`src/rtl/dpram_arb_pkg.sv`:
```
// Shared constants and response-tag type for the dual-port RAM arbiter.
// Latency: n/a (types and constants only).
// Backpressure: n/a.
package dpram_arb_pkg;

    localparam int DEF_N_REQ  = 4;
    localparam int DEF_ADDR_W = 10;
    localparam int DEF_DATA_W = 8;

    // Tag id is sized for the largest legal requester count so one tag type
    // serves every parameterisation; smaller configs zero-extend their ids.
    localparam int MAX_N_REQ  = 8;
    localparam int ID_W       = $clog2(MAX_N_REQ);

    typedef struct packed {
        logic            vld;
        logic [ID_W-1:0] id;
    } rsp_tag_t;

endpackage

```
`src/rtl/dpram_rr_pick.sv`:
```
// Circular find-first: lowest-distance set bit of i_mask scanning upward from i_start.
// Latency: purely combinational.
// Backpressure: none; o_found=0 when the mask is empty.
module dpram_rr_pick
    import dpram_arb_pkg::*;
#(
    parameter  int N  = DEF_N_REQ,
    localparam int IW = $clog2(N)
) (
    input  logic [N-1:0]  i_mask,
    input  logic [IW-1:0] i_start,
    output logic          o_found,
    output logic [IW-1:0] o_idx
);

    logic [IW-1:0] w_cand;

    // Walk offsets from farthest to nearest so the nearest hit is written last
    // and wins; N is a power of two, so index wrap is plain truncation.
    always_comb begin
        o_found = 1'b0;
        o_idx   = '0;
        w_cand  = '0;
        for (int k = N - 1; k >= 0; k--) begin
            w_cand = i_start + IW'(k);
            if (i_mask[w_cand]) begin
                o_found = 1'b1;
                o_idx   = w_cand;
            end
        end
    end

endmodule

```
`src/rtl/dpram_arbiter.sv`:
```
// Round-robin arbiter mapping up to two non-conflicting requests per cycle onto RAM ports A/B.
// Latency: grant is combinational (0 cycles); read data returns on rsp_valid one cycle after grant.
// Backpressure: req_ready low holds a request; responses are never stalled.
module dpram_arbiter
    import dpram_arb_pkg::*;
#(
    parameter int N_REQ  = DEF_N_REQ,
    parameter int ADDR_W = DEF_ADDR_W,
    parameter int DATA_W = DEF_DATA_W
) (
    input  logic                      clk,
    input  logic                      rst,
    input  logic [N_REQ-1:0]          req_valid,
    input  logic [N_REQ-1:0]          req_we,
    input  logic [N_REQ*ADDR_W-1:0]   req_addr,
    input  logic [N_REQ*DATA_W-1:0]   req_wdata,
    output logic [N_REQ-1:0]          req_ready,
    output logic [N_REQ-1:0]          rsp_valid,
    output logic [N_REQ*DATA_W-1:0]   rsp_rdata,
    output logic [ADDR_W-1:0]         ram_addr_a,
    output logic [ADDR_W-1:0]         ram_addr_b,
    output logic [DATA_W-1:0]         ram_data_a,
    output logic [DATA_W-1:0]         ram_data_b,
    output logic                      ram_we_a,
    output logic                      ram_we_b,
    input  logic [DATA_W-1:0]         ram_q_a,
    input  logic [DATA_W-1:0]         ram_q_b
);

    localparam int            IW    = $clog2(N_REQ);
    localparam logic [IW-1:0] L_ONE = IW'(1);

    // Unpacked views of the per-requester buses for indexed muxing.
    logic [ADDR_W-1:0] w_addr  [N_REQ];
    logic [DATA_W-1:0] w_wdata [N_REQ];

    for (genvar g = 0; g < N_REQ; g++) begin : g_unpack
        assign w_addr[g]  = req_addr[g*ADDR_W +: ADDR_W];
        assign w_wdata[g] = req_wdata[g*DATA_W +: DATA_W];
    end

    logic [IW-1:0]    r_rr_ptr;
    rsp_tag_t         r_tag_a;
    rsp_tag_t         r_tag_b;

    logic [N_REQ-1:0] w_mask0;
    logic [N_REQ-1:0] w_mask1;
    logic [N_REQ-1:0] w_conf;
    logic             w_g0;
    logic             w_g1;
    logic [IW-1:0]    w_p0_idx;
    logic [IW-1:0]    w_p1_idx;
    logic [IW-1:0]    w_p1_start;
    logic [N_REQ-1:0] w_ready;
    logic [N_REQ-1:0] w_rsp_vld;
    logic [N_REQ*DATA_W-1:0] w_rsp_dat;

    // Nothing is granted while reset is held, so the RAM sees no writes then.
    assign w_mask0 = rst ? '0 : req_valid;

    dpram_rr_pick #(.N(N_REQ)) u_pick0 (
        .i_mask  (w_mask0),
        .i_start (r_rr_ptr),
        .o_found (w_g0),
        .o_idx   (w_p0_idx)
    );

    // Requesters that may not share the cycle with pick 0: pick 0 itself, and
    // any same-address request where either side writes. Read/read is allowed.
    always_comb begin
        w_conf = '0;
        for (int i = 0; i < N_REQ; i++) begin
            if (IW'(i) == w_p0_idx) begin
                w_conf[i] = 1'b1;
            end else if ((w_addr[i] == w_addr[w_p0_idx]) &&
                         (req_we[i] || req_we[w_p0_idx])) begin
                w_conf[i] = 1'b1;
            end
        end
    end

    // An empty mask0 forces an empty mask1, so pick 1 never fires without pick 0.
    assign w_mask1    = w_mask0 & ~w_conf;
    assign w_p1_start = w_p0_idx + L_ONE;

    dpram_rr_pick #(.N(N_REQ)) u_pick1 (
        .i_mask  (w_mask1),
        .i_start (w_p1_start),
        .o_found (w_g1),
        .o_idx   (w_p1_idx)
    );

    // Grant vector from the two picks.
    always_comb begin
        w_ready = '0;
        if (w_g0) w_ready[w_p0_idx] = 1'b1;
        if (w_g1) w_ready[w_p1_idx] = 1'b1;
    end

    assign req_ready = w_ready;

    // Pick 0 drives port A, pick 1 drives port B; an idle port is all zeros.
    assign ram_we_a   = w_g0 ? req_we[w_p0_idx]  : 1'b0;
    assign ram_addr_a = w_g0 ? w_addr[w_p0_idx]  : '0;
    assign ram_data_a = w_g0 ? w_wdata[w_p0_idx] : '0;
    assign ram_we_b   = w_g1 ? req_we[w_p1_idx]  : 1'b0;
    assign ram_addr_b = w_g1 ? w_addr[w_p1_idx]  : '0;
    assign ram_data_b = w_g1 ? w_wdata[w_p1_idx] : '0;

    // Advance the pointer past the last grant in scan order; tag granted reads.
    always_ff @(posedge clk) begin
        if (rst) begin
            r_rr_ptr <= '0;
            r_tag_a  <= '0;
            r_tag_b  <= '0;
        end else begin
            if (w_g1) begin
                r_rr_ptr <= w_p1_idx + L_ONE;
            end else if (w_g0) begin
                r_rr_ptr <= w_p0_idx + L_ONE;
            end
            r_tag_a.vld <= w_g0 && !req_we[w_p0_idx];
            r_tag_a.id  <= w_g0 ? ID_W'(w_p0_idx) : '0;
            r_tag_b.vld <= w_g1 && !req_we[w_p1_idx];
            r_tag_b.id  <= w_g1 ? ID_W'(w_p1_idx) : '0;
        end
    end

    // Steer each port's RAM output to the requester named in its tag. The two
    // tags never share an id, so the two assignments never collide.
    always_comb begin
        w_rsp_vld = '0;
        w_rsp_dat = '0;
        for (int i = 0; i < N_REQ; i++) begin
            if (!rst && r_tag_a.vld && (r_tag_a.id == ID_W'(i))) begin
                w_rsp_vld[i]                 = 1'b1;
                w_rsp_dat[i*DATA_W +: DATA_W] = ram_q_a;
            end
            if (!rst && r_tag_b.vld && (r_tag_b.id == ID_W'(i))) begin
                w_rsp_vld[i]                 = 1'b1;
                w_rsp_dat[i*DATA_W +: DATA_W] = ram_q_b;
            end
        end
    end

    assign rsp_valid = w_rsp_vld;
    assign rsp_rdata = w_rsp_dat;

endmodule

```
`config.mk`:
```
export PLATFORM = sky130hd
export DESIGN_NAME = dpram_arbiter
export DESIGN_NICKNAME = d
export VERILOG_FILES = /design/src/rtl/dpram_arb_pkg.sv /design/src/rtl/dpram_rr_pick.sv /design/src/rtl/dpram_arbiter.sv
export SDC_FILE = /design/constraint.sdc
export NUM_CORES = 1
export LEC_CHECK = 0
export ABC_AREA = 0
export CORE_MARGIN = 3
export CORE_UTILIZATION = 40
export DETAILED_ROUTE_END_ITERATION = 8
export GPL_TIMING_DRIVEN = 0
export PLACE_DENSITY = 0.78
export SYNTH_ARGS = -nofsm -noshare
export SYNTH_HDL_FRONTEND = slang
export SYNTH_SLANG_ARGS = --single-unit
```
`constraint.sdc`:
```
create_clock -name clk -period 6.7 [get_ports clk]
set_input_delay 1.34 -clock clk [delete_from_list [all_inputs] [get_ports clk]]
set_output_delay 1.34 -clock clk [all_outputs]
set_load 0.01 [all_outputs]
```
Yosys cells after proc, flatten, opt, wreduce, memory -nomap -nowiden. Index checks and enable logic that the tools add are counted.

Output and inout port bits: 78. Logic and storage cells: 167. Input bits: 98. Register bits: 10.

Add/subtract/negate cells: 8. Bitwise logic cells: 7. Muxes and demuxes: 87. Reduce and logical (&&, ||, !) cells: 31. $lt $le $gt $ge: 14. Eq/ne operators: 13.

Operators with widths (number): 8-bit two-way mux (14); 10-bit two-way mux (6); 10-bit binary-select mux with 2-bit select (2); 10-bit equality test (4); 1-bit two-way mux (38); 8-bit binary-select mux with 2-bit select (2); 2-bit by 3-bit < comparator with 1-bit output, second input constant (10); 1-bit binary-select mux with 2-bit select (10); 2-bit two-way mux (10); 1-bit logical AND (18); 3-bit by 2-bit equality test with 1-bit output, second input constant (4); 4-bit two-way mux (3); 2-bit by 1-bit adder with 2-bit output, second input constant (4); 2-bit adder, second input constant (4); 3-bit by 1-bit equality test with 1-bit output, second input constant (2); 3-bit greater-or-equal comparator, second input constant (2); 3-bit zero test (2); 2-bit inverter with 3-bit output (2); 4-bit bitwise AND (1); 1-bit demux with 2-bit select (2); 2-bit equality test, first input constant (2); 2-bit by 1-bit greater-or-equal comparator with 1-bit output, second input constant (2); 1-bit logical OR (4); 4-bit inverter (1); other kinds (7) (11).

Depth between registers and ports, before layout.
Depth after elaboration: 29. Gate-level depth with buffers: 17. Depth with buffers taken out: 14.

Hierarchy. A second synthesis with hierarchy kept.

Cell total of the unflattened synthesis: 367. Area total of the unflattened synthesis: 3321.9 um^2.

Modules (own cells, without submodules): dpram_arbiter (cells an instance 341, times used 1, sequential area each 160.2 um^2, area each 3166.8 um^2); dpram_rr_pick (cells an instance 13, times used 2, sequential area each 0.0 um^2, area each 77.6 um^2).

Worst setup path before layout. No wires, ideal clock.

Path kind: in2out. From: input req_valid[2]. To: output req_ready[0]. Data arrival time: 4.579 ns. Stages: 16. Setup slack: 0.781 ns. Data required time: 5.360 ns. Cell sequence: nor2b_2 > or3b_1 > o211ai_2 > buf_6 > buf_2 > clkbuf_1 > clkbuf_1 > ha_1 > nor2_1 > nand2_1 > o32a_1 > and3_1 > o21bai_2 > clkbuf_1 > ha_1 > a22o_1.

Longest elaborated chain between the ends: 29.

RTL lines: start, declared (line dpram_arbiter.sv:13) `input logic [N_REQ-1:0] req_valid,`; 4-bit two-way mux * (line dpram_arbiter.sv:59) `assign w_mask0 = rst ? '0 : req_valid;`; 1-bit binary-select mux with 2-bit select (line dpram_rr_pick.sv:26) `if (i_mask[w_cand]) begin`; 1-bit two-way mux (implied by the code) (line dpram_rr_pick.sv:26); 2-bit two-way mux (3 in a row) (line dpram_rr_pick.sv:26); 2-bit two-way mux * (line dpram_rr_pick.sv:26); net u_pick0.o_idx[0] (line dpram_rr_pick.sv:13) `output logic [IW-1:0] o_idx`; 2-bit inverter with 3-bit output (implied by the code) (line dpram_arbiter.sv:75) `end else if ((w_addr[i] == w_addr[w_p0_idx]) &&`; 10-bit binary-select mux with 2-bit select (line dpram_arbiter.sv:75); [9 not listed]; 1-bit two-way mux (implied by the code) (line dpram_rr_pick.sv:26); 2-bit two-way mux (4 in a row) (line dpram_rr_pick.sv:26); 2-bit by 3-bit < comparator with 1-bit output (implied by the code) or 2-bit by 1-bit greater-or-equal comparator with 1-bit output (tied branches) (line dpram_arbiter.sv:97) `if (w_g1) w_ready[w_p1_idx] = 1'b1;`; 1-bit logical AND (implied by the code) (line dpram_arbiter.sv:97); 1-bit two-way mux (implied by the code) (line dpram_arbiter.sv:97); 1-bit demux with 2-bit select (line dpram_arbiter.sv:97); 4-bit bitwise OR (no source line); 4-bit two-way mux * (line dpram_arbiter.sv:97); end, declared (line dpram_arbiter.sv:17) `output logic [N_REQ-1:0] req_ready,`.

The timed path passes the listed nets; every way through them passes the cells marked *. The select of a mux whose other input is x is not followed.

Worst setup path in the final report.
From: input req_valid[0]. To: output req_ready[1].

Longest elaborated chain between the ends: 29.

RTL lines (line): 4-bit two-way mux * (dpram_arbiter.sv:59); 1-bit binary-select mux with 2-bit select (dpram_rr_pick.sv:26); 1-bit two-way mux (implied by the code) (dpram_rr_pick.sv:26); 2-bit two-way mux (4 in a row) (dpram_rr_pick.sv:26); 2-bit inverter with 3-bit output (implied by the code) (dpram_arbiter.sv:75); 10-bit binary-select mux with 2-bit select (dpram_arbiter.sv:75); 10-bit two-way mux (implied by the code) (2 in a row) (dpram_arbiter.sv:75); 10-bit equality test (dpram_arbiter.sv:75); [10 not listed]; 2-bit two-way mux * (dpram_rr_pick.sv:26); net u_pick1.o_idx[1] (dpram_rr_pick.sv:13); 2-bit by 3-bit < comparator with 1-bit output (implied by the code) or 2-bit by 1-bit greater-or-equal comparator with 1-bit output (tied branches) (dpram_arbiter.sv:97); 1-bit logical AND (implied by the code) (dpram_arbiter.sv:97); 1-bit two-way mux (implied by the code) (dpram_arbiter.sv:97); 1-bit demux with 2-bit select * (dpram_arbiter.sv:97); 4-bit bitwise OR (no source line) *; 4-bit two-way mux * (dpram_arbiter.sv:97).

Marks and branches as above.

==> flow_summary.toml <==
[drt]
post-route-drc-count = 0
drt_iter0_markers = 412
vias_per_cell = 6.17
via_count = 5407
drtPass1Iterations = 6
routed_wirelength_um = 18400
ant_nets = 0
routedWlPerCell_um = 21.0

[pwr]
vdd_drop_max_uv = 127
p_int_w = 0.000692
p_clk_share_pct = 3.9
p_seq_share_pct = 5.7
leakagePower_nw = 2.61
power.density_nw_per_um2 = 236
finalPower_w = 0.00141
pwr-share-comb_pct = 90.4
p_sw_w = 0.000723
p_sw_share_pct = 51.1

[final_layout]
final_nets = 855
multi_input_area_sq_um = 3550
final_util_pct = 64.3
diodes = 0
fill_cells = 874
final_cell_area_sq_um = 6000
seqCellArea_sq_um = 160
syn_to_final_growth_pct = 55.0
drive_gt1_share_pct = 11.5

[status]
status = "completed"

[cts]
cts_tree = "done"
htreeDepth = 1
cts_sinks = 8
clock-root-buffer = "clkbuf_8"
cts_buffers = 3
clock_path_buffers = 2
insertion_delay_ps = 220
clk_pin_slew_ps = 40
ctsHoldBuffers = 0

[placement]
place.gp.congestion = 1.03
dp_hpwl_um = 13900
port_buffers = 149
place_area_sq_um = 5520

[floorplan]
row_count = 35
core_area_sq_um = 9330
die_area_sq_um = 10900
die_h_um = 104
die_w_um = 104
io_pins = 176
start_util_pct = 41.5

[timing]
max_freq_ghz = 0.152
slew_viol_final = 0
tightest_slew_ps = 1170
max_slew_margin_pct = 22.0
post-route-min-period_ps = 6590
hold_viol = 0
finalSetupViolCount = 0
fin_skew_ps = 1.03
hold_ws_ps = 651
fin_crit_sh_pct = 98.3

[synth]
yosys_warnings = 0
synth_top_area_share_pct = 15.8
yosys-top-cells-area = "mux2i_1 (16%), nand2_1 (7.5%), xnor2_1 (7.0%)"
yosysSeqAreaShare_pct = 4.14
syn_inst = 579
synth.most_common_cell = "nand2_1"
synth_top_area_cell = "mux2i_1"
synth.avg_cell_area_sq_um = 6.68
synth_cell_types = 68
synthTopCellsByCount = "nand2_1 (77), mux2i_1 (61), clkbuf_1 (42)"
mappedNetlistArea_sq_um = 3870
ys.flop_type = "dfxtp_1"
synth-edff-count = 0
syn-num-nets = 685
ys_async_sr_fraction_pct = 0
synth-seq-cells = 8

[global_route]
grt_usage_pct = 31.2
grt_start_max_net_pins = 12
grt_overflow = 0
first_global_vias = 5250
antenna_found_initial = 0
grt_first_pass_wirelength_um = 27800

[setup_path]
critPathArrivalTime_ps = 5250
critPathSlowestCell = "or3_4"
critPathLaunchType = "primary input"
path_cells = "dlygate4sd2_1 -> nor2b_2 -> or3_4 -> o211ai_4 -> inv_2 -> buf_4 -> buf_4 -> buf_4 -> ha_1 -> nor2_1 -> nand2_1 -> a21oi_2 -> o211ai_2 -> a22oi_2 -> buf_4 -> buf_8 -> inv_1 -> ha_1 -> a22o_1 -> dlygate4sd2_1"
critPathCaptureType = "output pin"
crit_type = "primary input to output pin"
critical_path.max_fanout = 11
crit_required_ps = 5360
worst_path_most_repeated_cell = "buf_4"
cpPeakStageDelay_ps = 390

[worst_hold_path]
hold_path.class = "flip-flop to flip-flop"

[run]
drv_cap = 0
-- timing repair --
item	CTS	global route
buffers inserted	14	1
gates resized for setup	72	33
cloned	1	0
endpoints found under the setup margin	27	23
pin swaps	8	3
-- cells by family (layout without fill, tap and decap cells) --
family | count (synthesis) | in the layout | share of synthesized area [%]
AO/OA/AOI/OAI | 173 | 173 | 32.8
XOR/XNOR | 49 | 49 | 11.1
adder cells (fa/ha/maj) | 8 | 8 | 2.59
buffers and inverters | 82 | 250 | 8.92
flip-flops | 8 | 8 | 4.14
multiplexers | 63 | 63 | 16.4
AND/OR/NAND/NOR | 196 | 196 | 24.2
-- power by group through the flow --
| stage | logic [W] | clock network, W | registers [W] |
|---|---|---|---|
| after detailed placement | 0.00114 | 0 | 0.0000798 |
| after global placement | 0.00113 | 0 | 0.0000790 |
| after global routing | 0.00135 | 0.0000579 | 0.0000824 |
| after floorplan | 0.000653 | 0 | 0.0000761 |
| final | 0.00128 | 0.0000555 | 0.0000802 |
| after CTS | 0.00126 | 0.0000561 | 0.0000798 |
-- routing by layer --
metal / routed length [um] / vias to the layer above / GRT usage [%] / share of wire (%)
met5: 0 / - / 0 / 0
met1: 7160 / 2519 / 37.8 / 39
met3: 1850 / 63 / 6.15 / 10
met4: 700 / 0 / 10.9 / 3.8
met2: 8710 / 351 / 54.5 / 47
li1: - / 2474 / - / -
-- stage by stage --
stage	setup TNS [ps]	std cells	setup slack, ps
after floorplan	0	579	781
after global placement	-29400	857	-1390
after detailed placement	-31680	857	-1540
after CTS	0	875	0.801
after global routing	-16.5	876	-16.5
final	0	876	114
-- flip-flops by register name, summed over array words and instances (netlist names) --
signal    cells
r_tag_a       3
r_tag_b       3
r_rr_ptr      2
-- area by class of cell --
cell class,instances,share of cell area (%)
timing repair buffer,165,27.4
tap,129,2.69
clock buffer,3,0.688
inverter,22,1.38
sequential,8,2.67
buffer,60,5.99
multi-input combinational,489,59.2
-- placed cells by master (no fill, tap or decap), drive strengths merged, types with 3 or more instances in the layout --
cell / n
or2: 4
a31oi: 3
o31ai: 6
o22ai: 24
nor3: 7
nand2b: 9
a211oi: 19
a22oi: 3
ha: 8
a221oi: 5
inv: 22
nand3: 29
and3: 20
dlygate4sd2: 4
a311oi: 5
o211ai: 7
o2111ai: 3
buf: 32
a21oi: 29
clkbuf: 50
xnor2: 31
dfxtp: 8
xor2: 18
mux2i: 61
nor2: 28
nor2b: 4
nor4: 3
o21ai: 17
dlymetal6s2s: 21
nand4: 4
clkdlybuf4s50: 121
a22o: 30
nand2: 78
-- critical path: cells and delay by family --
| family | cells | cell delay, ps |
|---|---|---|
| and+or+nand+nor | 4 | 830 |
| adders and majority gates | 2 | 410 |
| buffers and inverters | 9 | 1670 |
| AOI/OAI and AO/OA | 5 | 980 |
-- worst paths after layout --
check | start | to | slack [ps] | depth (start not counted)
worst max-delay path | req_valid[0] | req_ready[1] | 110 | 20
worst min-delay path | r_rr_ptr[1]$_SDFFE_PP0P_ | r_rr_ptr[1]$_SDFFE_PP0P_ | 650 | 2
worst max register to register | r_rr_ptr[0]$_SDFFE_PP0P_ | r_rr_ptr[1]$_SDFFE_PP0P_ | 2880 | 18
worst min register to register | r_rr_ptr[1]$_SDFFE_PP0P_ | r_rr_ptr[1]$_SDFFE_PP0P_ | 650 | 2
(Power assumes the default switching activity.)
